[config.mk]
export PLATFORM = sky130hd
export DESIGN_NAME = stopwatch_timer_bcd
export DESIGN_NICKNAME = d
export VERILOG_FILES = /design/src/rtl/stopwatch_pkg.sv /design/src/rtl/stopwatch_timer_bcd_tick_divider.sv /design/src/rtl/stopwatch_timer_bcd.sv
export SDC_FILE = /design/constraint.sdc
export NUM_CORES = 1
export LEC_CHECK = 0
export CORE_ASPECT_RATIO = 0.9
export CORE_UTILIZATION = 50
export DETAILED_ROUTE_END_ITERATION = 12
export GPL_TIMING_DRIVEN = 0
export PLACE_DENSITY = 0.9
export RECOVER_POWER = 100
export SETUP_SLACK_MARGIN = 0.05
export SLEW_MARGIN = 40
export SYNTH_ARGS = -nofsm -noshare
export SYNTH_HDL_FRONTEND = slang
export SYNTH_SLANG_ARGS = --single-unit
[constraint.sdc]
create_clock -name clk -period 4.7 [get_ports clk]
set_input_delay 0.94 -clock clk [delete_from_list [all_inputs] [get_ports clk]]
set_output_delay 0.94 -clock clk [all_outputs]
set_load 0.01 [all_outputs]
[src/rtl/stopwatch_pkg.sv]
// stopwatch_pkg: FSM states, BCD digit vector, 7-seg codes and load clamp; STOPWATCH_COUNTDOWN_EN adds S_EXPIRED
package stopwatch_pkg;
`ifdef STOPWATCH_COUNTDOWN_EN
  typedef enum logic [1:0] {S_IDLE, S_RUN, S_PAUSE, S_EXPIRED} state_t;
`else
  typedef enum logic [1:0] {S_IDLE, S_RUN, S_PAUSE} state_t;
`endif
  typedef logic [3:0][3:0] bcd_t;
  localparam logic [6:0] SEG_0 = 7'h3F;
  localparam logic [6:0] SEG_1 = 7'h06;
  localparam logic [6:0] SEG_2 = 7'h5B;
  localparam logic [6:0] SEG_3 = 7'h4F;
  localparam logic [6:0] SEG_4 = 7'h66;
  localparam logic [6:0] SEG_5 = 7'h6D;
  localparam logic [6:0] SEG_6 = 7'h7D;
  localparam logic [6:0] SEG_7 = 7'h07;
  localparam logic [6:0] SEG_8 = 7'h7F;
  localparam logic [6:0] SEG_9 = 7'h6F;
  localparam logic [6:0] SEG_BLANK = 7'h00;

  function automatic logic [6:0] seg7(input logic [3:0] d);
    case (d)
      4'd0: seg7 = SEG_0;
      4'd1: seg7 = SEG_1;
      4'd2: seg7 = SEG_2;
      4'd3: seg7 = SEG_3;
      4'd4: seg7 = SEG_4;
      4'd5: seg7 = SEG_5;
      4'd6: seg7 = SEG_6;
      4'd7: seg7 = SEG_7;
      4'd8: seg7 = SEG_8;
      4'd9: seg7 = SEG_9;
      default: seg7 = SEG_BLANK;
    endcase
  endfunction

  function automatic bcd_t clamp_bcd(input bcd_t v, input logic [3:0] max_mt, input logic [3:0] max_mu);
    bcd_t c;
    for (int i = 0; i < 4; i++) c[i] = v[i] > 4'd9 ? 4'd9 : v[i];
    if (c[1] > 4'd5) c[1:0] = {4'd5, 4'd9};
    if (c[3] > max_mt || (c[3] == max_mt && c[2] > max_mu)) c[3:2] = {max_mt, max_mu};
    return c;
  endfunction
endpackage

[src/rtl/stopwatch_timer_bcd_tick_divider.sv]
// tick_divider: one-cycle tick every CLK_HZ/TICK_HZ enabled clocks; holds while disabled
module tick_divider #(
  parameter int CLK_HZ  = 50000000,
  parameter int TICK_HZ = 1
) (
  input  logic clk,
  input  logic rst,
  input  logic enable,
  input  logic restart,
  output logic tick
);
  localparam int DIV = CLK_HZ / TICK_HZ;
  localparam int W = $clog2(DIV);
  logic [W-1:0] cnt;
  assign tick = enable && cnt == W'(DIV - 1);
  always_ff @(posedge clk or posedge rst)
    if (rst) cnt <= '0;
    else if (restart) cnt <= '0;
    else if (enable) cnt <= tick ? '0 : cnt + W'(1);
endmodule

[src/rtl/stopwatch_timer_bcd.sv]
// stopwatch_timer_bcd: mm:ss BCD stopwatch with 7-seg output; STOPWATCH_COUNTDOWN_EN enables load, countdown and EXPIRED
module stopwatch_timer_bcd
  import stopwatch_pkg::*;
#(
  parameter int CLK_HZ  = 50000000,
  parameter int TICK_HZ = 1,
  parameter int MAX_MIN = 59
) (
  input  logic        clk,
  input  logic        rst,
  input  logic        start_stop,
  input  logic        clear,
  input  logic        mode_down,
  input  logic        load,
  input  logic [15:0] load_val,
  output logic [15:0] bcd,
  output logic [27:0] seg,
  output logic        running,
  output logic        led,
  output logic        wrap,
  output logic        expired
);
  localparam logic [3:0] MAX_MT = 4'(MAX_MIN / 10);
  localparam logic [3:0] MAX_MU = 4'(MAX_MIN % 10);
  state_t state, state_n;
  bcd_t cnt, cnt_n, inc, cnt_step;
  logic dir_down, tick, restart, load_acc, start_ok, s_top, at_max;

  tick_divider #(.CLK_HZ(CLK_HZ), .TICK_HZ(TICK_HZ)) u_div (
    .clk,
    .rst,
    .enable(state == S_RUN),
    .restart,
    .tick
  );

  assign start_ok = state == S_IDLE && start_stop && !clear && !load_acc;
  assign restart = state == S_IDLE && state_n == S_RUN;

  always_comb begin
    s_top = cnt[1:0] == 8'h59;
    at_max = s_top && cnt[3:2] == {MAX_MT, MAX_MU};
    inc = cnt;
    inc[0] = cnt[0] == 4'd9 ? 4'd0 : cnt[0] + 4'd1;
    if (cnt[0] == 4'd9) inc[1] = cnt[1] == 4'd5 ? 4'd0 : cnt[1] + 4'd1;
    if (s_top) inc[3:2] = cnt[2] == 4'd9 ? {cnt[3] + 4'd1, 4'd0} : {cnt[3], cnt[2] + 4'd1};
    if (at_max) inc = '0;
  end

`ifdef STOPWATCH_COUNTDOWN_EN
  bcd_t dec;
  logic s_bot, hit_zero;
  always_comb begin
    s_bot = cnt[1:0] == 8'h00;
    dec = cnt;
    dec[0] = cnt[0] == 4'd0 ? 4'd9 : cnt[0] - 4'd1;
    if (cnt[0] == 4'd0) dec[1] = cnt[1] == 4'd0 ? 4'd5 : cnt[1] - 4'd1;
    if (s_bot) dec[3:2] = cnt[2] == 4'd0 ? {cnt[3] - 4'd1, 4'd9} : {cnt[3], cnt[2] - 4'd1};
  end
  assign hit_zero = dec == '0;
  assign cnt_step = dir_down ? dec : inc;
  assign load_acc = load && state == S_IDLE;
  assign expired = state == S_EXPIRED;
  always_ff @(posedge clk or posedge rst)
    if (rst) dir_down <= 1'b0;
    else if (start_ok) dir_down <= mode_down;
`else
  logic unused_in;
  assign unused_in = ^{mode_down, load, load_val};
  assign cnt_step = inc;
  assign load_acc = 1'b0;
  assign dir_down = 1'b0;
  assign expired = 1'b0;
`endif

  always_comb begin
    state_n = state;
    case (state)
      S_IDLE:  if (start_ok) state_n = S_RUN;
      S_RUN:   if (start_stop) state_n = S_PAUSE;
      S_PAUSE: if (start_stop) state_n = S_RUN;
      default: state_n = state;
    endcase
`ifdef STOPWATCH_COUNTDOWN_EN
    if (start_ok && mode_down && cnt == '0) state_n = S_EXPIRED;
    if (state == S_RUN && tick && dir_down && hit_zero) state_n = S_EXPIRED;
    if (state == S_EXPIRED && start_stop) state_n = S_IDLE;
`endif
    if (clear) state_n = S_IDLE;
  end

  assign cnt_n = clear ? '0 : load_acc ? clamp_bcd(load_val, MAX_MT, MAX_MU) : tick ? cnt_step : cnt;

  always_ff @(posedge clk or posedge rst)
    if (rst) begin
      state <= S_IDLE;
      cnt <= '0;
      led <= 1'b0;
      wrap <= 1'b0;
    end else begin
      state <= state_n;
      cnt <= cnt_n;
      led <= !clear && (led ^ tick);
      wrap <= !clear && tick && !dir_down && at_max;
    end

  assign bcd = cnt;
  assign seg = {seg7(cnt[3]), seg7(cnt[2]), seg7(cnt[1]), seg7(cnt[0])};
  assign running = state == S_RUN;
endmodule

==> impl_metrics.tcl <==
set metrics [dict create \
    outcome "complete, no violations" \
    pin_count 70 \
    setup_violations 0 \
    grtUsageMet1_pct 30.53 \
    routedWlPerCell_um 14.72 \
    seqPwrFrac_pct 53.5 \
    n_antenna_cell 0 \
    rows 27 \
    grtUsageMet2_pct 42.81 \
    top_usage_layer "met2" \
    clk_path_buf_depth 2 \
    synth_top_area_share_pct 35.17 \
    cts_setup_buffers 0 \
    p_sw_share_pct 30.55 \
    synthToLayoutAreaGrowth_pct 21.37 \
    drtAntennaViolNets 0 \
    fin_skew_ps 7.548 \
    rsz0062_at_grt "no" \
    rrSetupSlack_ps 1790 \
    finalMaxSlewViolations 0 \
    relSlewSlack_pct 19.41 \
    r2r_end "bcd[15]" \
    core_um2 6216 \
    hpwl_um 5781 \
    r2r_start "u_div.cnt[16]" \
    peakVddDrop_mv 0.2092 \
    routed_wl_um 7963 \
    combPwrFrac_pct 15.9 \
    crit_type "flop to output pin" \
    cts.sinks 46 \
    grt_antenna_before_repair 0 \
    internal_power_w 0.0006246 \
    tightest_slew_ps 1209 \
    cts_root_buf "clkbuf_8" \
    drive_gt1_share_pct 3.524 \
    synth.largest_area_cell "dfrtp_1" \
    synthesis.instances 396 \
    synth.top_cells.by_count "46 x dfrtp_1, 40 x a21oi_1, 35 x o21ai_0" \
    arrival_ps 2220 \
    drc_errors 0 \
    synth_cell_types 50 \
    io_buffers 49 \
    stdcell_area_um2 3973 \
    critical_path.startpoint "bcd[9]" \
    die_y_um 78.76 \
    grt_pass1_vias 3004 \
    grt_overflow_total 0 \
    ys_ff_latch 46 \
    synth_edf_count 0 \
    numCtsBuffers 5 \
    critical_path.startpoint_type "flop" \
    cts_tree "yes" \
    clkSlewWorstSetupHoldPaths_ps 90 \
    grt_start_max_net_pins 25 \
    synthArstFlopShare_pct 100.0 \
    p_leak_nw 1.604 \
    grt_pass1_wl_um 13450 \
    p_clk_share_pct 30.6 \
    p_switching_w 0.0002748 \
    synth.area.top_cells "dfrtp_1 35%, ha_1 12%, a21oi_1 6.1%" \
    cts-htree-levels 2 \
    cp_max_fo 11 \
    min_period_ps 3159 \
    netlist_area_um2 3273 \
    synth.most_common_cell "dfrtp_1" \
    syn_nets 449 \
    n_fill_cell 542 \
    fin_setup_tns_ps 0 \
    postCtsHoldBufs 0 \
    initial_core_util_pct 52.66 \
    holdCritPathClass "flop to flop" \
    synth.avg_cell_area_um2 8.266 \
    r2r.worst_path.cells 5 \
    cts_resized 0 \
    dieArea_um2 6874 \
    clkLatencyLatePin_ps 300 \
    first_pass_iters 5 \
    place_area_um2 3909 \
    p_per_area_nw_per_um2 226.4 \
    dieWidth_um 87.29 \
    via_per_inst 5.985 \
    cp-end-kind "output pin" \
    setup.worst_path.end "seg[17]" \
    yosysSeqAreaShare_pct 35.17 \
    drt_iter0_markers 261 \
    place_congestion 0.9634 \
    num_vias 3238 \
    drv_cap 0 \
    finalHoldViolations 0 \
    synth_top_flop_cell "dfrtp_1" \
    ys_warn_count 0 \
    use_met3_pct 3.430 \
    cp.required_ps 3760 \
    max_freq_mhz 316.5 \
    grt_util_all_layers_pct 23.99 \
    fin_nets 506 \
    min_period_over_period_pct 67.21 \
]
==> cell families after synthesis <==
family | count (synthesis) | synth area share (%)
other cells | 1 | 0.1146
flops | 46 | 35.17
simple gates | 123 | 19.72
mux | 2 | 0.6116
compound gates | 137 | 25.42
xor+xnor | 2 | 0.5353
buf+inv | 54 | 6.575
fa+ha+maj | 31 | 11.85
==> power groups by stage <==
stage / combinational, W / sequential [W] / clock, W
floorplan: 0.000108 / 0.000473 / 0
global placement: 0.000138 / 0.000482 / 0
detailed placement: 0.000147 / 0.000485 / 0
CTS: 0.000147 / 0.000478 / 0.000275
global route: 0.000162 / 0.000486 / 0.000291
finish: 0.000143 / 0.000481 / 0.000275
==> layer usage <==
layer | up-vias | wire length, um
met4 | 0 | 70
met3 | 13 | 480
li1 | 1552 | -
met2 | 127 | 3972
met1 | 1546 | 3441
met5 | - | 0
==> cell usage in the layout (no fill, tap or decap), drive strengths merged, types with 2 or more instances in the layout <==
master	Yosys	layout
nand2b	2	2
a21o	3	3
o31a	2	2
nor2	30	30
nand4	10	10
or3	2	2
or4	8	8
clkbuf	16	26
o21a	3	3
buf	4	2
o21ai	36	36
mux2i	2	2
and3	4	4
a31oi	18	18
clkinv	1	2
nand3b	3	3
o21bai	2	2
nand3	15	15
a41oi	3	3
dfrtp	46	46
inv	33	32
nand2	33	33
a21oi	40	40
dlygate4sd3	0	49
nor4	5	5
ha	31	31
xnor2	2	2
a22o	7	7
nor3	5	5
o211ai	11	11
or2	2	2
o22ai	4	4
o31ai	3	3
==> area by class of cell <==
class / count / area (um2) / share of cell area, %
Timing Repair Buffer: 50 / 494.2 / 12.44
Buffer: 20 / 86.33 / 2.173
Sequential cell: 46 / 1151 / 28.98
Clock inverter: 1 / 8.758 / 0.2205
Inverter: 34 / 128.9 / 3.244
Tap cell: 87 / 108.9 / 2.740
Clock buffer: 7 / 96.34 / 2.425
Multi-Input combinational cell: 296 / 1898 / 47.78
==> through the flow <==
| stage | setup slack [ps] | hold slack, ps | power, W | cells | utilization, % |
|---|---|---|---|---|---|
| 6_report | 1541 | 503.3 | 0.0008993 | 541 | 63.91 |
| 5_1_grt | 1376 | 531.5 | 0.0009394 | 541 | 63.91 |
| 4_1_cts | 1607 | 500.1 | 0.0008999 | 541 | 64.57 |
| 3_5_place_dp | 1948 | 486.9 | 0.0006325 | 533 | 62.88 |
| 3_3_place_gp | 1754 | 468.4 | 0.0006197 | 532 | 62.30 |
| 2_1_floorplan | 2361 | 450.2 | 0.0005804 | 396 | - |
==> state kept, by name, indices dropped and copies added (netlist names) <==
signal,count
led,1
state,2
bcd,16
wrap,1
u_div.cnt,26
==> worst max-delay path, cell delays in order, from the launching register on <==
cell           delay, ps
dfrtp_1              570
inv_1                160
ha_1                 360
a21oi_1               80
o21ai_0              140
dlygate4sd3_1        610
==> worst min path at each step <==
stage | start | end | cells past startpoint | slack (ps)
5_1_grt | u_div.cnt[25] | u_div.cnt[25] | 1 | 530
2_1_floorplan | u_div.cnt[4] | u_div.cnt[4] | 1 | 450
6_report | u_div.cnt[4] | u_div.cnt[4] | 1 | 500
3_5_place_dp | u_div.cnt[4] | u_div.cnt[4] | 1 | 490
4_1_cts | u_div.cnt[4] | u_div.cnt[4] | 1 | 500
3_3_place_gp | u_div.cnt[4] | u_div.cnt[4] | 1 | 470
(Power assumes the default switching activity.)
